### config.mk
export PLATFORM = sky130hd
export DESIGN_NAME = ppl_hazard_ctrl
export DESIGN_NICKNAME = d
export VERILOG_FILES = /design/src/rtl/ppl_defs.sv /design/src/rtl/ppl_fwd_sel.sv /design/src/rtl/ppl_hazard_ctrl.sv
export SDC_FILE = /design/constraint.sdc
export NUM_CORES = 1
export LEC_CHECK = 0
export CORE_AREA = 2 2 78 80
export CTS_BUF_LIST = sky130_fd_sc_hd__clkbuf_8
export CTS_CLUSTER_SIZE = 8
export DETAILED_ROUTE_END_ITERATION = 8
export DIE_AREA = 0 0 80 82
export PLACE_DENSITY = 0.77
export SLEW_MARGIN = 20
export SYNTH_ARGS = -nofsm -noshare
export SYNTH_HDL_FRONTEND = slang
export SYNTH_SLANG_ARGS = --single-unit
### constraint.sdc
create_clock -name clk -period 1.8 [get_ports clk]
set_clock_uncertainty 0.1 [all_clocks]
set_input_delay 0.18 -clock clk [delete_from_list [all_inputs] [get_ports clk]]
set_output_delay 0.18 -clock clk [all_outputs]
set_load 0.1 [all_outputs]
### src/rtl/ppl_defs.sv
// Shared encodings for the pipeline sequencer: forward-select codes and mul/div FSM states.
package ppl_defs;

    localparam logic [1:0] FWD_RF     = 2'd0;
    localparam logic [1:0] FWD_EXALU  = 2'd1;
    localparam logic [1:0] FWD_MEMALU = 2'd2;
    localparam logic [1:0] FWD_MEMLD  = 2'd3;

    typedef enum logic {
        MD_IDLE = 1'b0,
        MD_BUSY = 1'b1
    } mdState_t;

    // $zero is hardwired, so it can never carry a real dependency.
    function automatic logic regMatch(input logic [4:0] a, input logic [4:0] b);
        return (a != 5'd0) && (a == b);
    endfunction

endpackage

### src/rtl/ppl_fwd_sel.sv
// Operand forward-select for one ID source register; EX stage has priority over MEM.
module ppl_fwd_sel
    import ppl_defs::*;
(
    input  logic [4:0] srcReg,
    input  logic       useSrc,
    input  logic       exWriteReg,
    input  logic       exMem2Reg,
    input  logic [4:0] exReg0,
    input  logic       mWriteReg,
    input  logic       mMem2Reg,
    input  logic [4:0] mReg,
    output logic [1:0] fwdSel
);

    always_comb begin
        fwdSel = FWD_RF;
        if (useSrc) begin
            // An EX-stage load has no data yet; the load-use stall covers it instead.
            if (exWriteReg && !exMem2Reg && regMatch(srcReg, exReg0))
                fwdSel = FWD_EXALU;
            else if (mWriteReg && regMatch(srcReg, mReg))
                fwdSel = mMem2Reg ? FWD_MEMLD : FWD_MEMALU;
        end
    end

endmodule

### src/rtl/ppl_hazard_ctrl.sv
// Pipeline sequencer: stall/flush/forward control for the 5-stage core plus mul/div busy tracking.
module ppl_hazard_ctrl
    import ppl_defs::*;
#(
    parameter int unsigned MD_LAT = 32,
    parameter int unsigned CNT_W  = 32
) (
    input  logic             clk,
    input  logic             reset,
    input  logic [4:0]       dRs,
    input  logic [4:0]       dRt,
    input  logic             dUseRs,
    input  logic             dUseRt,
    input  logic             dMulDiv,
    input  logic             dMdRead,
    input  logic             dBranchTaken,
    input  logic             exWriteReg,
    input  logic             exMem2Reg,
    input  logic [4:0]       exReg0,
    input  logic             mWriteReg,
    input  logic             mMem2Reg,
    input  logic [4:0]       mReg,
    output logic             pcWrite,
    output logic             ifidWrite,
    output logic             ifidFlush,
    output logic             idexBubble,
    output logic [1:0]       fwdA,
    output logic [1:0]       fwdB,
    output logic             mdStart,
    output logic             mdBusy,
    output logic [CNT_W-1:0] stallCount
);

    localparam int unsigned CW = $clog2(MD_LAT + 1);
    localparam logic [CW-1:0] CNT_INIT = CW'(MD_LAT - 1);

    mdState_t   state;
    logic [CW-1:0] cnt;
    logic [1:0] selA;
    logic [1:0] selB;
    logic       loadUse;
    logic       mdStall;
    logic       stall;
    logic       startReq;

    ppl_fwd_sel uFwdA (
        .srcReg     (dRs),
        .useSrc     (dUseRs),
        .exWriteReg (exWriteReg),
        .exMem2Reg  (exMem2Reg),
        .exReg0     (exReg0),
        .mWriteReg  (mWriteReg),
        .mMem2Reg   (mMem2Reg),
        .mReg       (mReg),
        .fwdSel     (selA)
    );

    ppl_fwd_sel uFwdB (
        .srcReg     (dRt),
        .useSrc     (dUseRt),
        .exWriteReg (exWriteReg),
        .exMem2Reg  (exMem2Reg),
        .exReg0     (exReg0),
        .mWriteReg  (mWriteReg),
        .mMem2Reg   (mMem2Reg),
        .mReg       (mReg),
        .fwdSel     (selB)
    );

    assign loadUse  = exWriteReg && exMem2Reg &&
                      ((dUseRs && regMatch(dRs, exReg0)) || (dUseRt && regMatch(dRt, exReg0)));
    assign mdBusy   = (state == MD_BUSY);
    assign mdStall  = mdBusy && (dMulDiv || dMdRead);
    assign stall    = loadUse || mdStall;
    assign startReq = (state == MD_IDLE) && dMulDiv && !stall;

    always_comb begin
        pcWrite    = 1'b0;
        ifidWrite  = 1'b0;
        ifidFlush  = 1'b1;
        idexBubble = 1'b1;
        fwdA       = FWD_RF;
        fwdB       = FWD_RF;
        mdStart    = 1'b0;
        if (reset) begin
            fwdA    = selA;
            fwdB    = selB;
            mdStart = startReq;
            // A stalled branch is simply re-evaluated next cycle, so no flush now.
            if (stall) begin
                ifidFlush = 1'b0;
            end else begin
                pcWrite    = 1'b1;
                ifidWrite  = 1'b1;
                idexBubble = 1'b0;
                ifidFlush  = dBranchTaken;
            end
        end
    end

    always_ff @(posedge clk) begin
        if (!reset) begin
            state      <= MD_IDLE;
            cnt        <= '0;
            stallCount <= '0;
        end else begin
            if (stall && (stallCount != '1))
                stallCount <= stallCount + 1'b1;
            case (state)
                MD_IDLE: begin
                    if (startReq) begin
                        cnt   <= CNT_INIT;
                        state <= MD_BUSY;
                    end
                end
                MD_BUSY: begin
                    if (cnt != '0)
                        cnt <= cnt - 1'b1;
                    else
                        state <= MD_IDLE;
                end
                default: state <= MD_IDLE;
            endcase
        end
    end

endmodule

==> impl_metrics.py, run 1 <==
metrics = {
    "setup_path": {
        "cp-start-kind": "register",
        "crit_start": "stallCount[18]",
        "path_class": "reg2reg",
        "critPathMostFrequentCell": "nand4_1",
        "cpLargestDelayFamily": "simple AND/OR/NAND/NOR gates",
        "critPathArrivalTime_ps": 2280,
        "end_kind": "register",
        "worstPathMaxFanout": 3,
        "cp_slowest_cell": "dfxtp_4",
        "cp.required_ps": 1880,
        "worst-path-buf-inv": 1,
        "rr_startpoint": "stallCount[18]",
        "cp_slowest_stage_delay_ps": 370,
        "path_cells": "nand4_1 > nor3_4 > nand4_1 > o2111ai_4 > buf_6 > nor3b_2 > xnor2_1 > nor2_1",
    },
    "worst_hold_path": {
        "hold_class": "reg2reg",
        "min-delay-start": "stallCount[12]",
    },
    "cells_and_area": {
        "layout-drive-gt1-share_pct": 63.0,
        "nNetsFinal": 491,
        "n_fill_cell": 244,
        "final-seq-area_um2": 890,
        "antennaDiodeCount": 0,
        "syn_to_final_growth_pct": 107,
        "final_util_pct": 87.7,
        "mostFrequentLayoutCell": "buf_4",
        "mostFrequentLayoutCells": "buf_4, buf_12, dfxtp_4",
        "multi_input_comb_area_um2": 2150,
    },
    "cts": {
        "clk_path_buf_depth": 2,
        "cts_tree": "built",
        "clock-sinks": 39,
        "htreeDepth": 2,
        "cts_buffers": 5,
        "clkTransAtPathRegs_ps": 80,
        "insertion_delay_ps": 310,
        "cts-root-buf": "clkbuf_8",
    },
    "placement": {
        "portBuffers": 72,
        "pre_cts_ws_ps": -697,
        "dp_hpwl_mm": 6.21,
        "place_congestion": 0.818,
    },
    "timing": {
        "setup_slack_ps": -403,
        "fin_crit_sh_pct": 122,
        "timing.fmax_mhz": 454,
        "final_max_slew_viol_count": 0,
        "setup_viol_count_final": 48,
        "fin_crit_ps": 2200,
        "final_hold_viol_count": 0,
        "rsz0062_at_grt": "true",
        "tightest_slew_ps": 427,
        "slew_headroom_pct": 71.5,
    },
    "global_route": {
        "track_usage_pct": 33.0,
        "grt_pass1_wl_mm": 16.5,
        "antenna_found_initial": 0,
        "overflow": 0,
        "grt_start_max_net_pins": 32,
        "grt_pass1_vias": 3299,
    },
    "die": {
        "die_y_um": 82,
        "core_area_um2": 5750,
        "start_util_pct": 42.3,
        "ioPinCount": 73,
        "dieArea_um2": 6560,
        "rows": 28,
        "fp.dieW_um": 80,
    },
    "detailed_routing": {
        "drt-total-wl_mm": 12.2,
        "vias": 3332,
        "post_drt_wl_per_cell_um": 22.9,
        "drc": 0,
        "dr.pass1.iters": 5,
        "vias_per_cell": 6.24,
        "drt-initial-drc-count": 319,
        "ant_nets": 0,
    },
    "power": {
        "power_density_nw_per_um2": 448,
        "ir_worst_vdd_v": 0.000337,
        "power.leakage_uw": 0.00195,
    },
    "yosys": {
        "synth_xor_area_share_pct": 11.9,
        "synth_compound_area_share_pct": 17.5,
        "ys_ff_latch": 39,
        "yosys-top-cells-area": "dfxtp_1, xnor2_1, nand2_1",
        "synth-simple-area-share_pct": 32.9,
        "synthFlopType": "dfxtp_1",
        "synthAdderAreaFrac_pct": 1.03,
        "seq_area_frac_synth_pct": 32.1,
        "yosys.area.top_type_share_pct": 32.1,
        "ys_async_sr_fraction_pct": 0,
        "synth_area_per_cell_um2": 8.36,
        "syn_area_um2": 2430,
        "syn_nets": 324,
        "synth.distinct_cells": 56,
        "synth_top_family_by_area": "simple AND/OR/NAND/NOR gates",
        "synth_edf_count": 0,
        "netlist_instances": 291,
        "synthMuxAreaShare_pct": 0.823,
        "ys_warn_count": 0,
        "yosysTopAreaCell": "dfxtp_1",
    },
    "run": {
        "cap_violations": 0,
    },
    "run_status": {
        "run_status": "finished, violations left",
        "violations": "setup timing",
    },
}
report_power, final:
group | internal, uW | switching (uW) | leakage (uW)
sequential | 846 | 28.5 | 0.000341
clock | 266 | 351 | 0.0000477
combinational | 329 | 433 | 0.00156
flip-flops by register name, indices dropped and copies added (netlist names):
name        count
cnt             6
mdBusy          1
stallCount     32
synth_stat cells (3+ instances only):
library cell,instances
a21oi_1,15
and2_1,3
and3_1,4
and4_1,3
clkbuf_1,6
dfxtp_1,39
inv_1,6
nand2_1,25
nand2b_1,7
nand3_1,16
nand3_2,4
nand4_1,7
nor2_1,25
nor3_1,11
nor4_1,3
o211ai_1,3
o21ai_0,11
o31ai_1,6
or3_1,9
or4_1,7
xnor2_1,23
xor2_1,10
worst min-delay path, cell delays in order (launching register included):
cell and delay [ps]:
dfxtp_4 360, o21ai_1 70, a21oi_1 60
repair_timing:
item | CTS | global route
hold buffers | 0 | 0
buffers inserted | 16 | 7
setup endpoints to repair | 48 | 48
cloned | 2 | 0
resized for setup | 97 | 45
pin swaps | 41 | 29
cell type report:
cell class                      count  share of cell area [%]
Multi-Input combinational cell    236                    42.6
Inverter                            6                   0.447
Tap cell                           75                    1.86
Clock buffer                        5                    1.37
Timing Repair Buffer              170                    35.8
Clock inverter                      3                   0.298
Sequential cell                    39                    17.7
kinds of logic after synthesis:
| group | after synthesis |
|---|---|
| simple gates | 138 |
| compound gates | 59 |
| flops | 39 |
| xor+xnor | 33 |
| buf+inv | 18 |
| mux | 2 |
| fa+ha+maj | 2 |
metal layers:
layer  up-vias  wire length (um)  GRT usage (%)
met1      1606              4400           35.6
met3        76               891           7.03
met5         -                 0              0
met2       237              6160           60.2
li1       1413                 -              -
met4         0               755           18.0
final timing paths:
path	end	slack [ps]	cells past startpoint
setup / recovery	stallCount[8]	-400	8
hold / removal	stallCount[12]	430	2
setup reg to reg	stallCount[8]	-400	8
hold reg to reg	stallCount[12]	430	2
through the flow:
stage	setup TNS [ps]	std cells	instance area, um^2	hold slack [ps]	power [uW]
2_1_floorplan	-12180	291	2760	353	1230
3_3_place_gp	-26060	502	4400	378	1470
3_5_place_dp	-28910	502	4400	393	1490
4_1_cts	-5130	528	4800	408	2130
5_1_grt	-15470	534	5040	464	2320
6_report	-12730	534	5040	431	2250
Note: power is estimated with default switching activity, not from simulation.
==> run 2: changes to the inputs <==
--- a/config.mk
+++ b/config.mk
@@ -15,3 +15,4 @@
 export SYNTH_ARGS = -nofsm -noshare
 export SYNTH_HDL_FRONTEND = slang
 export SYNTH_SLANG_ARGS = --single-unit
+export TNS_END_PERCENT = 50
==> run 2 against run 1 <==
  * The flow still finishes with violations (setup timing)
  * Utilization fell by 3.7 points
  * Combinational power fell by 16%
  * Worst hold slack got worse by 43 ps
  * Routed wire length fell by 20%
  * Count of clock-buffer cells in the layout did not move
  * Critical path type unchanged
  * Largest cell class unchanged
==> impl_metrics.py, run 2 (same netlist as run 1, synthesis figures left out) <==
metrics = {
    "detailed_routing": {
        "drt-total-wl_mm": 9.71,
        "drc": 0,
        "drt-initial-drc-count": 160,
        "dr.pass1.iters": 5,
        "vias": 3013,
        "vias_per_cell": 5.79,
        "ant_nets": 0,
        "post_drt_wl_per_cell_um": 18.7,
    },
    "setup_path": {
        "worst-path-buf-inv": 2,
        "worstPathMaxFanout": 3,
        "critPathArrivalTime_ps": 2130,
        "endpoint": "stallCount[10]",
        "end_kind": "register",
        "reg2reg_depth": 9,
        "cp_slowest_stage_delay_ps": 350,
        "cp.required_ps": 1860,
        "cpLargestDelayFamily": "simple AND/OR/NAND/NOR gates",
        "cp-start-kind": "register",
        "rr_startpoint": "stallCount[18]",
        "crit_start": "stallCount[18]",
        "path_cells": "nand4_1 > nor3_4 > buf_4 > nand4_1 > o2111ai_4 > buf_6 > nor3_2 > xnor2_1 > nor2_1",
        "cp_num_cells": 9,
        "path_class": "reg2reg",
        "critPathMostFrequentCell": "nand4_1",
        "ff2ff_setup_slack_ps": -270,
        "cp_slowest_cell": "dfxtp_4",
        "r2r-end": "stallCount[10]",
    },
    "cts": {
        "cts-root-buf": "clkbuf_8",
        "clkTransAtPathRegs_ps": 80,
        "hold_buffers": 0,
        "insertion_delay_ps": 290,
        "clock-sinks": 39,
        "cts_tree": "built",
        "htreeDepth": 2,
        "clk_path_buf_depth": 2,
        "cts_buffers": 5,
    },
    "run_status": {
        "run_status": "finished, violations left",
        "violations": "setup timing",
    },
    "cells_and_area": {
        "largest-register": "stallCount",
        "largest_reg_flops": 32,
        "syn_to_final_growth_pct": 98.3,
        "mostFrequentLayoutCell": "buf_4",
        "antennaDiodeCount": 0,
        "nNetsFinal": 478,
        "layout-drive-gt1-share_pct": 58.4,
        "mostFrequentLayoutCells": "buf_4, buf_12, dfxtp_4",
    },
    "power": {
        "ir_worst_vdd_v": 0.000433,
        "power_density_nw_per_um2": 459,
        "p_total_uw": 2220,
        "combPwrFrac_pct": 28.8,
        "power_frac_clock_pct": 32.1,
        "internal-power_uw": 1520,
        "power.leakage_uw": 0.00189,
        "seq_power_share_pct": 39.1,
        "swShare_pct": 31.4,
        "netSwitchingPower_uw": 695,
    },
    "timing": {
        "setup_slack_ps": -270,
        "whs_ps": 389,
        "slew_headroom_pct": 71.9,
        "fin_crit_ps": 2070,
        "tightest_slew_ps": 422,
        "fin_crit_sh_pct": 115,
        "timing.fmax_mhz": 483,
        "fin_setup_tns_ps": -7570,
        "final_max_slew_viol_count": 0,
        "setup_viol_count_final": 42,
        "final_hold_viol_count": 0,
        "rsz0062_at_grt": "true",
    },
    "die": {
        "start_util_pct": 42.3,
        "die_y_um": 82,
        "dieArea_um2": 6560,
        "rows": 28,
        "core_area_um2": 5750,
        "ioPinCount": 73,
        "fp.dieW_um": 80,
    },
    "worst_hold_path": {
        "hold_class": "reg2reg",
        "min-delay-start": "cnt[0]",
    },
    "global_route": {
        "track_usage_pct": 27.3,
        "grt_pass1_wl_mm": 14.1,
        "grt_start_max_net_pins": 32,
        "antenna_found_initial": 0,
        "grt_pass1_vias": 3053,
        "overflow": 0,
    },
    "placement": {
        "place_congestion": 0.826,
        "dp_hpwl_mm": 5.76,
        "pre_cts_ws_ps": -719,
        "portBuffers": 72,
    },
    "run": {
        "cap_violations": 0,
    },
}
## run 2: cell types whose count changed in the layout (fill, tap and decap cells not counted), moves of 3 or more
cell      change
buf_4        -13
buf_6         -4
xnor2_1       +4
buf_12        +3
clkinv_2      -3
## run 2: routing by layer
metal / vias to the layer above / wire, um / GRT usage (%)
li1: 1384 / - / -
met1: 1479 / 3750 / 29.5
met3: 28 / 453 / 5.27
met5: - / 0 / 0
met2: 122 / 5200 / 52.6
met4: 0 / 303 / 9.83
## run 2: worst min path at each step
stage | to | cells past startpoint | slack (ps)
after floorplan | cnt[0] | 1 | 350
after global placement | cnt[0] | 1 | 380
after detailed placement | cnt[0] | 1 | 380
after CTS | cnt[0] | 1 | 390
after global routing | cnt[0] | 1 | 420
final | cnt[0] | 1 | 390
## run 2: what timing repair did
| item | 4_1_cts | 5_1_grt |
|---|---|---|
| endpoints found under the setup margin | 48 | 48 |
| pin swaps | 38 | 33 |
| resized for setup | 84 | 43 |
| gates cloned | 1 | 1 |
| setup buffers | 13 | 6 |
## run 2: final cells by class
type	instances	area, um^2
multi-input combinational	236	1990
timing repair buffer	157	1730
fill	304	922
inverter	6	22.5
sequential	39	890
clock buffer	5	68.8
tap	75	93.8
clock inverter	2	33.8
## run 2: power by group through the flow
stage / clock (uW) / combinational (uW) / sequential (uW)
floorplan: 0 / 299 / 918
global placement: 0 / 558 / 884
detailed placement: 0 / 572 / 885
CTS: 707 / 602 / 865
global route: 741 / 673 / 868
finish: 711 / 639 / 866
## run 2: stage by stage
step / area [um^2] / util, % / cells
after floorplan: 2700 / - / 291
after global placement: 4310 / 75.0 / 493
after detailed placement: 4310 / 75.0 / 493
after CTS: 4650 / 80.9 / 514
after global routing: 4820 / 84.0 / 520
final: 4820 / 84.0 / 520
